### src/rtl/fifo_datapath.sv
// fifo_datapath: 8-entry FIFO storage, pointers, occupancy count and handshake status,
// sequenced by an externally supplied next-state code. Optional macro FIFO_STICKY_ERR_EN.
module fifo_datapath #(
  parameter int DATA_WIDTH = 32
) (
  input  logic                  clk,
  input  logic                  reset,
  input  logic [2:0]            next_state,
  input  logic [DATA_WIDTH-1:0] din,
  output logic [2:0]            state,
  output logic [3:0]            data_count,
  output logic [DATA_WIDTH-1:0] dout,
  output logic                  full,
  output logic                  empty,
  output logic                  wr_ack,
  output logic                  wr_err,
  output logic                  rd_ack,
  output logic                  rd_err
);

  localparam int DEPTH = 8;

  typedef enum logic [2:0] {
    INIT     = 3'b000,
    WRITE    = 3'b001,
    READ     = 3'b010,
    WR_ERROR = 3'b011,
    RD_ERROR = 3'b100,
    NO_OP    = 3'b101
  } state_t;

  logic [DATA_WIDTH-1:0] mem [DEPTH];
  logic [2:0]            head;
  logic [2:0]            tail;
  state_t                state_q;
  state_t                state_d;
  logic                  do_wr;
  logic                  do_rd;
  logic                  wr_err_set;
  logic                  rd_err_set;
  logic                  wr_err_d;
  logic                  rd_err_d;

  // Unused and unknown codes collapse to NO_OP so the datapath never acts on garbage.
  function automatic state_t decode_code(input logic [2:0] code);
    state_t s;
    case (code)
      3'b000:  s = INIT;
      3'b001:  s = WRITE;
      3'b010:  s = READ;
      3'b011:  s = WR_ERROR;
      3'b100:  s = RD_ERROR;
      default: s = NO_OP;
    endcase
    return s;
  endfunction

  assign state = state_q;
  assign full  = (data_count == 4'd8);
  assign empty = (data_count == 4'd0);

  always_comb begin
    state_d    = decode_code(next_state);
    do_wr      = 1'b0;
    do_rd      = 1'b0;
    wr_err_set = 1'b0;
    rd_err_set = 1'b0;
    case (state_d)
      WRITE:    if (full) wr_err_set = 1'b1; else do_wr = 1'b1;
      READ:     if (empty) rd_err_set = 1'b1; else do_rd = 1'b1;
      WR_ERROR: wr_err_set = 1'b1;
      RD_ERROR: rd_err_set = 1'b1;
      default:  ;
    endcase
`ifdef FIFO_STICKY_ERR_EN
    wr_err_d = wr_err_set | (wr_err & ~do_wr);
    rd_err_d = rd_err_set | (rd_err & ~do_rd);
`else
    wr_err_d = wr_err_set;
    rd_err_d = rd_err_set;
`endif
  end

  // Control, pointers, count and status: cleared asynchronously.
  always_ff @(posedge clk or posedge reset) begin
    if (reset) begin
      state_q    <= INIT;
      head       <= 3'd0;
      tail       <= 3'd0;
      data_count <= 4'd0;
      dout       <= '0;
      wr_ack     <= 1'b0;
      wr_err     <= 1'b0;
      rd_ack     <= 1'b0;
      rd_err     <= 1'b0;
    end else begin
      state_q <= state_d;
      wr_ack  <= do_wr;
      rd_ack  <= do_rd;
      wr_err  <= wr_err_d;
      rd_err  <= rd_err_d;
      if (do_wr) begin
        tail       <= tail + 3'd1;
        data_count <= data_count + 4'd1;
      end else if (do_rd) begin
        head       <= head + 3'd1;
        data_count <= data_count - 4'd1;
        dout       <= mem[head];
      end
    end
  end

  // Storage keeps its contents across reset; writes are suppressed while reset is held.
  always_ff @(posedge clk) begin
    if (do_wr && !reset) begin
      mem[tail] <= din;
    end
  end

endmodule

### config.mk
export PLATFORM = sky130hd
export DESIGN_NAME = fifo_datapath
export DESIGN_NICKNAME = d
export VERILOG_FILES = /design/src/rtl/fifo_datapath.sv
export SDC_FILE = /design/constraint.sdc
export NUM_CORES = 1
export LEC_CHECK = 0
export ABC_CLOCK_PERIOD_IN_PS = 6950
export CORE_ASPECT_RATIO = 0.8
export CORE_MARGIN = 2
export CORE_UTILIZATION = 50
export DETAILED_ROUTE_END_ITERATION = 8
export GPL_TIMING_DRIVEN = 0
export MAX_ROUTING_LAYER = met4
export PLACE_DENSITY = 0.66
export SYNTH_ARGS = -nofsm -noshare
export SYNTH_HDL_FRONTEND = slang
export SYNTH_SLANG_ARGS = --single-unit
### constraint.sdc
create_clock -name clk -period 6.95 [get_ports clk]
set_clock_uncertainty 0.05 [all_clocks]
set_input_delay 1.39 -clock clk [delete_from_list [all_inputs] [get_ports clk]]
set_output_delay 1.39 -clock clk [all_outputs]
set_load 0.05 [all_outputs]
=== Word level (Yosys, flattened, before mapping) ===
Memories as Yosys holds them, arrays and structs flattened. A register that Yosys moved wholly into a read port is not among the register bits.
Cells that the tools add are included.

* Register bits: 17
* Bits in writable memories: 256
* Output and inout port bits: 45
* Memories: 1

* Add/subtract/negate cells: 4
* Equal/unequal tests: 9
* Mux-type cells: 13
* Bitwise logic cells: 1
* Reductions and logical operators: 6

{| class="wikitable"
|+ Memories
! memory !! words !! bits a word !! rd ports !! clocked after memory_dff !! write ports !! RTL line !! RTL
|-
| mem || 8 || 32 || 1 || 1 || 1 || 32 || <nowiki>logic [DATA_WIDTH-1:0] mem [DEPTH];</nowiki>
|}

{| class="wikitable"
|+ Operators by type and width
! operator !! count
|-
| case mux 3 bit (5 select lines) || 1
|-
| == test 3 x 2 -> 1 bit (second input constant) || 4
|-
| two-way mux 1 bit || 8
|-
| two-way mux 4 bit || 2
|-
| adder 3 x 1 -> 3 bit (second input constant) || 2
|-
| == test 3 x 1 -> 1 bit (second input constant) || 2
|-
| == test 3 bit (second input constant) || 2
|-
| adder 4 x 1 -> 4 bit (second input constant) || 1
|-
| == test 4 bit (second input constant) || 1
|-
| logical NOT 4 bit || 1
|-
| case mux 1 bit (2 select lines) || 2
|-
| subtractor 4 x 1 -> 4 bit (second input constant) || 1
|-
| logical NOT 3 bit || 1
|-
| AND reduction 2 bit || 1
|-
| nonzero test 2 bit || 1
|-
| logical AND 1 bit || 1
|-
| logical NOT 1 bit || 1
|-
| NOT 1 bit || 1
|}

=== Longest topological paths before layout ===
Gate-level depths: netlist (run 1).

* Word-level depth: 7
* Mapped depth: 8

=== Least setup slack after synthesis (run 1) ===
No wires, ideal clock.

* Kind: input -> register
* Start: input port next_state[1]
* End: memory mem[0][0], enable pin
* Setup time: 0.513 ns
* Data arrival time: 5.466 ns
* Required time: 6.387 ns
* Path slack: 0.921 ns
* Stages on the path: 4
* Path through: or3b_1 or2_1 buf_6 nor4b_1

* Word-level cells in the longest chain between the ends: 7
* Elaborated cells between the ends (all ways): 11

{| class="wikitable"
|+ RTL lines
! element !! RTL line !! RTL
|-
| from (decl) || 8 || <nowiki>input logic [2:0] next_state,</nowiki>
|-
| == test 3 bit, or another cell as far along || 47 || <nowiki>case (code)</nowiki>
|-
| case mux 3 bit (5 select lines) (*) || 47 ||
|-
| == test 3 x 1 -> 1 bit (*) || 68 || <nowiki>case (state_d)</nowiki>
|-
| two-way mux 1 bit (*) || 68 ||
|-
| logical AND 1 bit (*) || 115 || <nowiki>if (do_wr && !reset) begin</nowiki>
|-
| two-way mux 1 bit (*) || 115 ||
|-
| two-way mux 1 bit (not written as such) (*) || 116 || <nowiki>mem[tail] <= din;</nowiki>
|-
| to (decl) || 32 ||
|}

Mark *: on every way between the ends. The rest lies on a longest branch, timed or not.

=== Final worst setup path (run 1) ===
* Start: input port next_state[0]
* End: memory mem[1][21], enable pin

* Word-level cells in the longest chain between the ends: 7
* Elaborated cells between the ends (all ways): 11

{| class="wikitable"
|+ RTL lines
! element !! RTL line !! RTL
|-
| == test 3 bit, or another cell as far along || 47 ||
|-
| case mux 3 bit (5 select lines) (*) || 47 ||
|-
| == test 3 x 1 -> 1 bit (*) || 68 ||
|-
| two-way mux 1 bit (*) || 68 ||
|-
| named net do_wr || 37 || <nowiki>logic do_wr;</nowiki>
|-
| logical AND 1 bit (*) || 115 ||
|-
| two-way mux 1 bit (*) || 115 ||
|-
| two-way mux 1 bit (not written as such) (*) || 116 ||
|}

Mark *: on every way through the listed nets, which the timed path passes. The rest lies on a longest branch.

==> flow_summary.ini, run 1 <==
[synth]
syn_nets = 590
synth_fa_ha_area_share_pct = 0.609
synth_area_um2 = 11500
synth_area_per_cell_um2 = 21.0
synth-simple-area-share_pct = 2.63
synth-compound-area-share_pct = 1.61
synth_top_family_by_area = multiplexers
leading_post_synthesis_cells_by_cell_area = sky130_fd_sc_hd__edfxtp_1, sky130_fd_sc_hd__mux4_2, sky130_fd_sc_hd__dfrtp_1
synth_seq_cells = 305
synth_largest_area_cell = sky130_fd_sc_hd__edfxtp_1
synth_xor_area_share_pct = 0.533
netlist.area_leader.share_pct = 66.8
mux_cell_area_share_after_synthesis_pct = 15.7
yosysWarnings = 0
synth_seq_area_share_pct = 77.5
gate_count_after_technology_mapping = 548
synth.distinct_cells = 35

[floorplanning]
placement_rows = 49
die_area_um2 = 24200
die_height_um = 140
num_io_pins = 82
width_of_the_die_um = 174
placeableCoreArea_um2 = 22600
start_util_pct = 51.0

[global_routing]
antenna_found_initial = 0
wire_length_of_the_first_global_routing_pass_um = 35900
overflow = 0
maximum_number_of_pins_on_one_net_before_global_route_repair = 35
grt_pass1_vias = 5933
grt_util_all_layers_pct = 20.5

[setup_path]
critPathRequiredTime_ns = 7.15
r2r-end = mem[1][21]
crit_path_start = next_state[0]
worstPathMaxFanout = 10
worst-setup-path-type = in -> reg
endpoint = mem[1][21]
r2r_setup_slack_ns = 4.02
worstReg2RegStart = data_count[0]
setup.worst_path.start_class = input port
worstRegToRegCells = 8
cp.arrival_ns = 4.23
endpoint_kind = flop

[pwr]
worst_ir_drop_vdd_uv = 214
total_power_mw = 5.58
power_density_relative_to_cell_area_nw_per_um2 = 397
leakage_nw = 4.81

[finish]
final_layout_size_suffix_gt1_share_pct = 23.7
fillers = 1618
nets = 728
final_cells = 1015
area.growth.synth_to_final_pct = 22.1
antenna_cells_inserted = 0
postLayoutCoreUtil_pct = 62.3

[placed_design]
place_ws_ns = 2.36
dp.final_hpwl_um = 15400
placedCellCount = 960
finalWeightedCongestion = 0.696
port_buffers = 81

[min_path]
hp-class = reg -> reg

[sta]
post-route-period-util_pct = 58.0
max_freq_mhz = 248
finalMaxSlewViolations = 0
tightest_slew_ns = 0.925
grt_setup_unrepaired = no
post-route-min-period_ns = 4.03
layout_setup_ws_ns = 2.92
relSlewSlack_pct = 38.0
final-setup-viol-count = 0
hold_viol = 0

[clock_tree]
clkTransAtPathRegs_ns = 0.06
number_of_buffers_inserted_during_clock_tree_synthesis = 30
cts_max_path_buffers = 3
cts_hold_buf = 0
root_buffer = sky130_fd_sc_hd__clkbuf_16
post_cts_buffers = 0
tritoncts_num_sinks = 305
clock_h_tree_levels = 1
postCtsResizedCells = 0
cts_tree = done
worstSkewPairLatency_ns = 0.54

[route]
via_count = 5713
drc = 0
wire_length_per_cell_after_detailed_routing_um = 23.0
postRouteAntennaNets = 0
drt_pass1_iterations = 5
drt_wl_total_um = 23400
detail_route.vias_per_cell = 5.63
detailedRoute.firstIterationViolations = 400

[outcome]
status = finished clean

[job]
cap_violations = 0
[metal layers]
layer / wire length [um] / vias up / global-route usage [%]
met5: 0 / - / -
met4: 405 / 0 / 4.38
met2: 11300 / 183 / 32.2
met1: 10400 / 3024 / 29.0
met3: 1260 / 30 / 3.06
li1: - / 2476 / -
[worst min path at each step]
| stage | from | to | slack (ns) | cells after the start |
|---|---|---|---|---|
| detailed placement | dout[13] | dout[13] | 0.42 | 2 |
| floorplan | tail[2] | tail[2] | 0.47 | 1 |
| finish | dout[9] | dout[9] | 0.43 | 2 |
| global placement | dout[12] | dout[12] | 0.41 | 2 |
| global route | dout[13] | dout[13] | 0.47 | 2 |
| CTS | dout[13] | dout[13] | 0.43 | 2 |
[placed cells by master (no fill, tap or decap), types with 3 or more instances in the layout]
cell type,netlist,final
sky130_fd_sc_hd__nor2_4,1,4
sky130_fd_sc_hd__clkinv_2,0,5
sky130_fd_sc_hd__nor2_1,7,4
sky130_fd_sc_hd__mux4_2,64,64
sky130_fd_sc_hd__o21ai_0,32,32
sky130_fd_sc_hd__clkdlybuf4s50_1,0,81
sky130_fd_sc_hd__buf_6,1,13
sky130_fd_sc_hd__dfrtp_1,49,49
sky130_fd_sc_hd__clkbuf_8,0,3
sky130_fd_sc_hd__clkbuf_16,0,31
sky130_fd_sc_hd__nor3_2,0,3
sky130_fd_sc_hd__buf_2,9,9
sky130_fd_sc_hd__buf_4,8,16
sky130_fd_sc_hd__bufinv_16,0,3
sky130_fd_sc_hd__ha_1,4,4
sky130_fd_sc_hd__xnor2_1,6,6
sky130_fd_sc_hd__nand2_1,43,43
sky130_fd_sc_hd__mux2i_1,33,33
sky130_fd_sc_hd__clkbuf_1,8,17
sky130_fd_sc_hd__edfxtp_1,256,256
[critical path, stage by stage]
cell and delay (ns):
sky130_fd_sc_hd__clkdlybuf4s50_1 0.53, sky130_fd_sc_hd__or3b_1 0.35, sky130_fd_sc_hd__or2_1 0.23, sky130_fd_sc_hd__buf_6 0.16, sky130_fd_sc_hd__inv_6 0.08, sky130_fd_sc_hd__nand2_1 0.20
sky130_fd_sc_hd__nor4_2 0.75, sky130_fd_sc_hd__buf_4 0.32, sky130_fd_sc_hd__buf_4 0.20
[stage by stage]
stage / instance area (um2) / hold slack [ns] / setup TNS, ns
6_report: 14000 / 0.426 / 0
5_1_grt: 14000 / 0.468 / 0
4_1_cts: 14000 / 0.432 / 0
3_5_place_dp: 13100 / 0.419 / 0
3_3_place_gp: 12700 / 0.411 / -322.60
2_1_floorplan: 11500 / 0.474 / 0
[cell usage after synthesis (all sizes together)]
cell / count
a21o: 2
a21oi: 2
buf: 19
clkbuf: 8
dfrtp: 49
edfxtp: 256
fa: 1
ha: 4
inv: 4
mux2: 2
mux2i: 33
mux4: 64
nand2: 43
nand2b: 1
nand3: 1
nor2: 8
nor2b: 1
nor3: 3
nor3b: 1
nor4: 2
nor4b: 2
o21ai: 32
or2: 1
or3: 1
or3b: 1
xnor2: 6
xor2: 1
[layout make-up]
type	instances	area, um2	area share (%)
inverter	4	20.0	0.143
clock buffer	43	851	6.06
clock inverter	12	144	1.02
tap	306	383	2.73
multi-input combinational	212	2470	17.6
sequential	305	8910	63.4
timing repair buffer	106	1120	7.94
buffer	27	150	1.07
[cells by family (layout without fill, tap and decap cells)]
logic type	Yosys count	after routing
compound gates	36	36
xor+xnor	7	7
fa+ha+maj	5	5
buf+inv	31	192
flops	305	305
mux	99	99
simple gates	65	65
[power by group]
| part | internal, mW | total, mW | switching (mW) |
|---|---|---|---|
| Clock | 0.961 | 1.61 | 0.646 |
| Combinational | 0.732 | 1.73 | 0.993 |
| Sequential | 2.14 | 2.25 | 0.110 |
[sequential cells by signal (all words and copies together), names as in the netlist]
name	flops
mem	256
dout	32
data_count	4
head	3
state	3
tail	3
rd_ack	1
rd_err	1
wr_ack	1
wr_err	1
(Power assumes the default switching activity.)
==> run 2, diff against run 1 <==
ABC_CLOCK_PERIOD_IN_PS = 3660   (was 6950)
PLACE_DENSITY = 0.68   (was 0.66)
clock period = 3.66 ns   (was 6.95 ns; I/O delays follow)
==> flow_summary.ini, run 2 (synthesis gave the netlist of run 1 again) <==
[setup_path]
endpoint_kind = flop
r2r_setup_slack_ns = 0.85
critical-path-top-cell-by-count = sky130_fd_sc_hd__buf_8
cp_top_family = simple AND/OR/NAND/NOR gates
crit_cells = 9
worstPathMaxFanout = 10
worst-setup-path-type = in -> reg
r2r-end = mem[1][18]
worstReg2RegStart = data_count[0]
cp_num_buf_inv = 5
setup.worst_path.start_class = input port
cp.arrival_ns = 3.45
crit_path_start = next_state[0]
cpPeakStageDelay_ns = 0.71
worstRegToRegCells = 8
endpoint = mem[1][18]
cells_traversed_along_the_worst_timing_path = clkdlybuf4s50_1, or3b_1, or2_1, buf_6, inv_6, nand2_1, nor4_4, buf_8, buf_8
critPathRequiredTime_ns = 3.86
worst_path_max_delay_cell = sky130_fd_sc_hd__nor4_4

[route]
detailedRoute.firstIterationViolations = 458
drt_pass1_iterations = 5
drc = 0
via_count = 5639
detail_route.vias_per_cell = 5.60
drt_wl_total_um = 23200
wire_length_per_cell_after_detailed_routing_um = 23.1
postRouteAntennaNets = 0

[finish]
final_layout_size_suffix_gt1_share_pct = 22.5
antenna_cells_inserted = 0
layout_commonest_cell = sky130_fd_sc_hd__edfxtp_1
area.growth.synth_to_final_pct = 21.7
max_flop_register = mem
nets = 721
reg.largest.list = mem: 256 flops, dout: 32 flops, data_count: 4 flops
layout.cells.most_common_list = sky130_fd_sc_hd__edfxtp_1, sky130_fd_sc_hd__clkdlybuf4s50_1, sky130_fd_sc_hd__mux4_2
largest_reg_flops = 256
postLayoutCoreUtil_pct = 62.1

[placed_design]
place_ws_ns = -0.191
port_buffers = 81
dp.final_hpwl_um = 15200
finalWeightedCongestion = 0.718

[floorplanning]
placement_rows = 49
num_io_pins = 82
placeableCoreArea_um2 = 22600
start_util_pct = 51.0
die_area_um2 = 24200
width_of_the_die_um = 174
die_height_um = 140

[min_path]
hp-class = reg -> reg

[sta]
grt_setup_unrepaired = no
final-setup-viol-count = 0
max_freq_mhz = 307
post-route-min-period_ns = 3.26
hold_viol = 0
relSlewSlack_pct = 43.3
tightest_slew_ns = 0.844
finalMaxSlewViolations = 0
layout_setup_ws_ns = 0.403
post-route-period-util_pct = 89.0
setup_tns_ns = 0

[global_routing]
wire_length_of_the_first_global_routing_pass_um = 35400
maximum_number_of_pins_on_one_net_before_global_route_repair = 28
grt_pass1_vias = 5972
grt_util_all_layers_pct = 20.3
antenna_found_initial = 0
overflow = 0

[pwr]
leakage_nw = 4.78
worst_ir_drop_vdd_uv = 429
total_power_mw = 10.5
power_density_relative_to_cell_area_nw_per_um2 = 751

[clock_tree]
postCtsResizedCells = 0
cts_hold_buf = 0
cts_tree = done
cts_max_path_buffers = 3
worstSkewPairLatency_ns = 0.55
number_of_buffers_inserted_during_clock_tree_synthesis = 28
clock_h_tree_levels = 1
root_buffer = sky130_fd_sc_hd__clkbuf_16
post_cts_buffers = 0
clkTransAtPathRegs_ns = 0.06
tritoncts_num_sinks = 305

[job]
cap_violations = 0

[outcome]
status = finished clean
## run 2: changes by cell type in the layout (fill, tap and decap cells not counted), sizes merged
cell | previous run | this run
clkbuf | 51 | 50
clkinv | 8 | 7
buf | 44 | 39
clkinvlp | 1 | 0
## run 2: report_power, final
group	internal (mW)	total, mW	switching, mW
clock	1.73	2.94	1.22
sequential	4.06	4.29	0.231
combinational	1.39	3.28	1.89
total	7.18	10.5	3.34
## run 2: how the worst min path moves through the flow
stage	startpoint	to	depth (start not counted)
floorplan	head[1]	head[1]	3
global placement	dout[15]	dout[15]	2
detailed placement	dout[12]	dout[12]	2
CTS	dout[12]	dout[12]	2
global route	dout[18]	dout[18]	2
finish	dout[12]	dout[12]	2
## run 2: area by class of cell
cell class / count / area [um2]
multi-input cells: 212 / 2490
fillers: 1603 / 8560
well taps: 306 / 383
inverters: 4 / 20.0
plain buffers: 27 / 150
flip-flops and latches: 305 / 8910
clock inverters: 10 / 133
repair buffers: 101 / 1110
clock buffers: 42 / 803
## run 2: through the flow
stage / instances / instance area [um2] / hold slack [ns]
after floorplan: 548 / 11500 / 0.493
final: 1007 / 14000 / 0.425
after CTS: 1007 / 14000 / 0.434
after detailed placement: 955 / 13100 / 0.419
after global placement: 935 / 12700 / 0.412
after global routing: 1007 / 14000 / 0.463
## run 2: worst register-to-register path: stages (launching register included)
cell and delay, ns:
sky130_fd_sc_hd__dfrtp_1 0.50, sky130_fd_sc_hd__nor4b_2 0.11, sky130_fd_sc_hd__or2_1 0.25, sky130_fd_sc_hd__buf_6 0.17
sky130_fd_sc_hd__inv_6 0.09, sky130_fd_sc_hd__nand2_1 0.22, sky130_fd_sc_hd__nor4_4 0.71, sky130_fd_sc_hd__buf_8 0.24
sky130_fd_sc_hd__buf_8 0.17
## run 2: per-layer routing
metal | vias to the layer above | track usage, % | share of wire (%)
met2 | 153 | 31.7 | 49
met4 | 0 | 4.20 | 1.8
met3 | 33 | 3.22 | 4.8
met1 | 2995 | 28.9 | 45
met5 | - | - | 0
li1 | 2458 | - | -
==> run 3, diff against run 2 <==
CORE_MARGIN = 3   (was 2)
==> flow_summary.ini, run 3 (synthesis gave the netlist of run 1 again) <==
[outcome]
status = finished clean

[finish]
fillers = 1529
nets = 722
layout_commonest_cell = sky130_fd_sc_hd__edfxtp_1
layout.cells.most_common_list = sky130_fd_sc_hd__edfxtp_1, sky130_fd_sc_hd__clkdlybuf4s50_1, sky130_fd_sc_hd__mux4_2
largest_reg_flops = 256
final_layout_size_suffix_gt1_share_pct = 23.6
postLayoutCoreUtil_pct = 63.6
antenna_cells_inserted = 0
reg.largest.list = mem: 256 flops, dout: 32 flops, data_count: 4 flops
area.growth.synth_to_final_pct = 22.2
max_flop_register = mem

[setup_path]
worst-setup-path-type = in -> reg
worstPathMaxFanout = 12
critPathRequiredTime_ns = 3.84
setup.worst_path.start_class = input port
endpoint_kind = flop
cp.arrival_ns = 3.31

[clock_tree]
clock_h_tree_levels = 1
post_cts_buffers = 0
cts_tree = done
postCtsResizedCells = 0
cts_hold_buf = 0
tritoncts_num_sinks = 305
clkTransAtPathRegs_ns = 0.06
number_of_buffers_inserted_during_clock_tree_synthesis = 29
root_buffer = sky130_fd_sc_hd__clkbuf_16
cts_max_path_buffers = 3
worstSkewPairLatency_ns = 0.53

[route]
drt_pass1_iterations = 5
postRouteAntennaNets = 0
drc = 0
wire_length_per_cell_after_detailed_routing_um = 23.6
detailedRoute.firstIterationViolations = 493
via_count = 5802
drt_wl_total_um = 23600
detail_route.vias_per_cell = 5.79

[global_routing]
maximum_number_of_pins_on_one_net_before_global_route_repair = 30
grt_util_all_layers_pct = 20.0
overflow = 0
wire_length_of_the_first_global_routing_pass_um = 36400
grt_pass1_vias = 6147
antenna_found_initial = 0

[sta]
max_freq_mhz = 319
setup_tns_ns = 0
grt_setup_unrepaired = no
finalMaxSlewViolations = 0
post-route-period-util_pct = 85.6
final-setup-viol-count = 0
layout_setup_ws_ns = 0.527
post-route-min-period_ns = 3.13
tightest_slew_ns = 0.812
relSlewSlack_pct = 45.8
hold_viol = 0

[job]
cap_violations = 0

[floorplanning]
num_io_pins = 82
placeableCoreArea_um2 = 22100
die_height_um = 142
start_util_pct = 52.1
die_area_um2 = 24900
width_of_the_die_um = 176
placement_rows = 48

[placed_design]
place_ws_ns = -0.0257
port_buffers = 81
dp.final_hpwl_um = 15700
finalWeightedCongestion = 0.717

[pwr]
leakage_nw = 4.80
worst_ir_drop_vdd_uv = 406
power_density_relative_to_cell_area_nw_per_um2 = 754

[min_path]
hp-class = reg -> reg
## run 3: cell count changes in the layout (fill, tap and decap cells not counted), sizes merged
cell / delta
clkinvlp: +3
clkbuf: -3
clkinv: +1
## run 3: where the power goes
| group | internal [mW] | leakage [nW] | switching [mW] |
|---|---|---|---|
| logic | 1.39 | 1.42 | 1.90 |
| clock network | 1.79 | 0.477 | 1.23 |
| registers | 4.06 | 2.91 | 0.229 |
| total | 7.24 | 4.80 | 3.37 |
## run 3: per-layer routing
metal / vias to the layer above / track usage [%] / part of all wire [%]
met2: 230 / 30.8 / 48
li1: 2464 / - / -
met4: 0 / 5.62 / 2.8
met1: 3052 / 28.7 / 43
met3: 56 / 2.97 / 6.3
met5: - / - / 0
## run 3: worst max-delay path, cell delays in order
cell	delay [ns]
sky130_fd_sc_hd__clkdlybuf4s50_1	0.54
sky130_fd_sc_hd__or3b_1	0.35
sky130_fd_sc_hd__or2_1	0.22
sky130_fd_sc_hd__buf_6	0.16
sky130_fd_sc_hd__inv_6	0.09
sky130_fd_sc_hd__nand2_1	0.24
sky130_fd_sc_hd__nor4_4	0.51
sky130_fd_sc_hd__buf_8	0.24
sky130_fd_sc_hd__buf_6	0.20
## run 3: area by class of cell
| type | instances | area, um2 | area share, % |
|---|---|---|---|
| Buffer | 27 | 150 | 1.07 |
| Clock buffer | 39 | 823 | 5.85 |
| Clock inverter | 14 | 159 | 1.13 |
| Inverter | 4 | 20.0 | 0.142 |
| Multi-Input combinational cell | 212 | 2490 | 17.7 |
| Sequential cell | 305 | 8910 | 63.4 |
| Tap cell | 300 | 375 | 2.67 |
| Timing Repair Buffer | 101 | 1130 | 8.01 |
## run 3: worst paths after layout
check,from,endpoint,slack (ns),cells after the start
setup / recovery,next_state[0],mem[1][22],0.53,9
min in group asynchronous,reset,data_count[2],0.69,2
hold / removal,dout[11],dout[11],0.43,2
setup reg to reg,data_count[0],mem[1][22],0.97,8
max in group asynchronous,reset,head[2],2.29,3
hold reg to reg,dout[11],dout[11],0.43,2
## run 3: per-stage QoR
step	std cells	hold WS (ns)	total power, mW	instance area (um2)
2_1_floorplan	548	0.493	6.62	11500
3_3_place_gp	929	0.412	7.58	12700
3_5_place_dp	949	0.419	7.70	13100
4_1_cts	1002	0.433	10.7	14100
5_1_grt	1002	0.472	11.1	14100
6_report	1002	0.428	10.6	14100
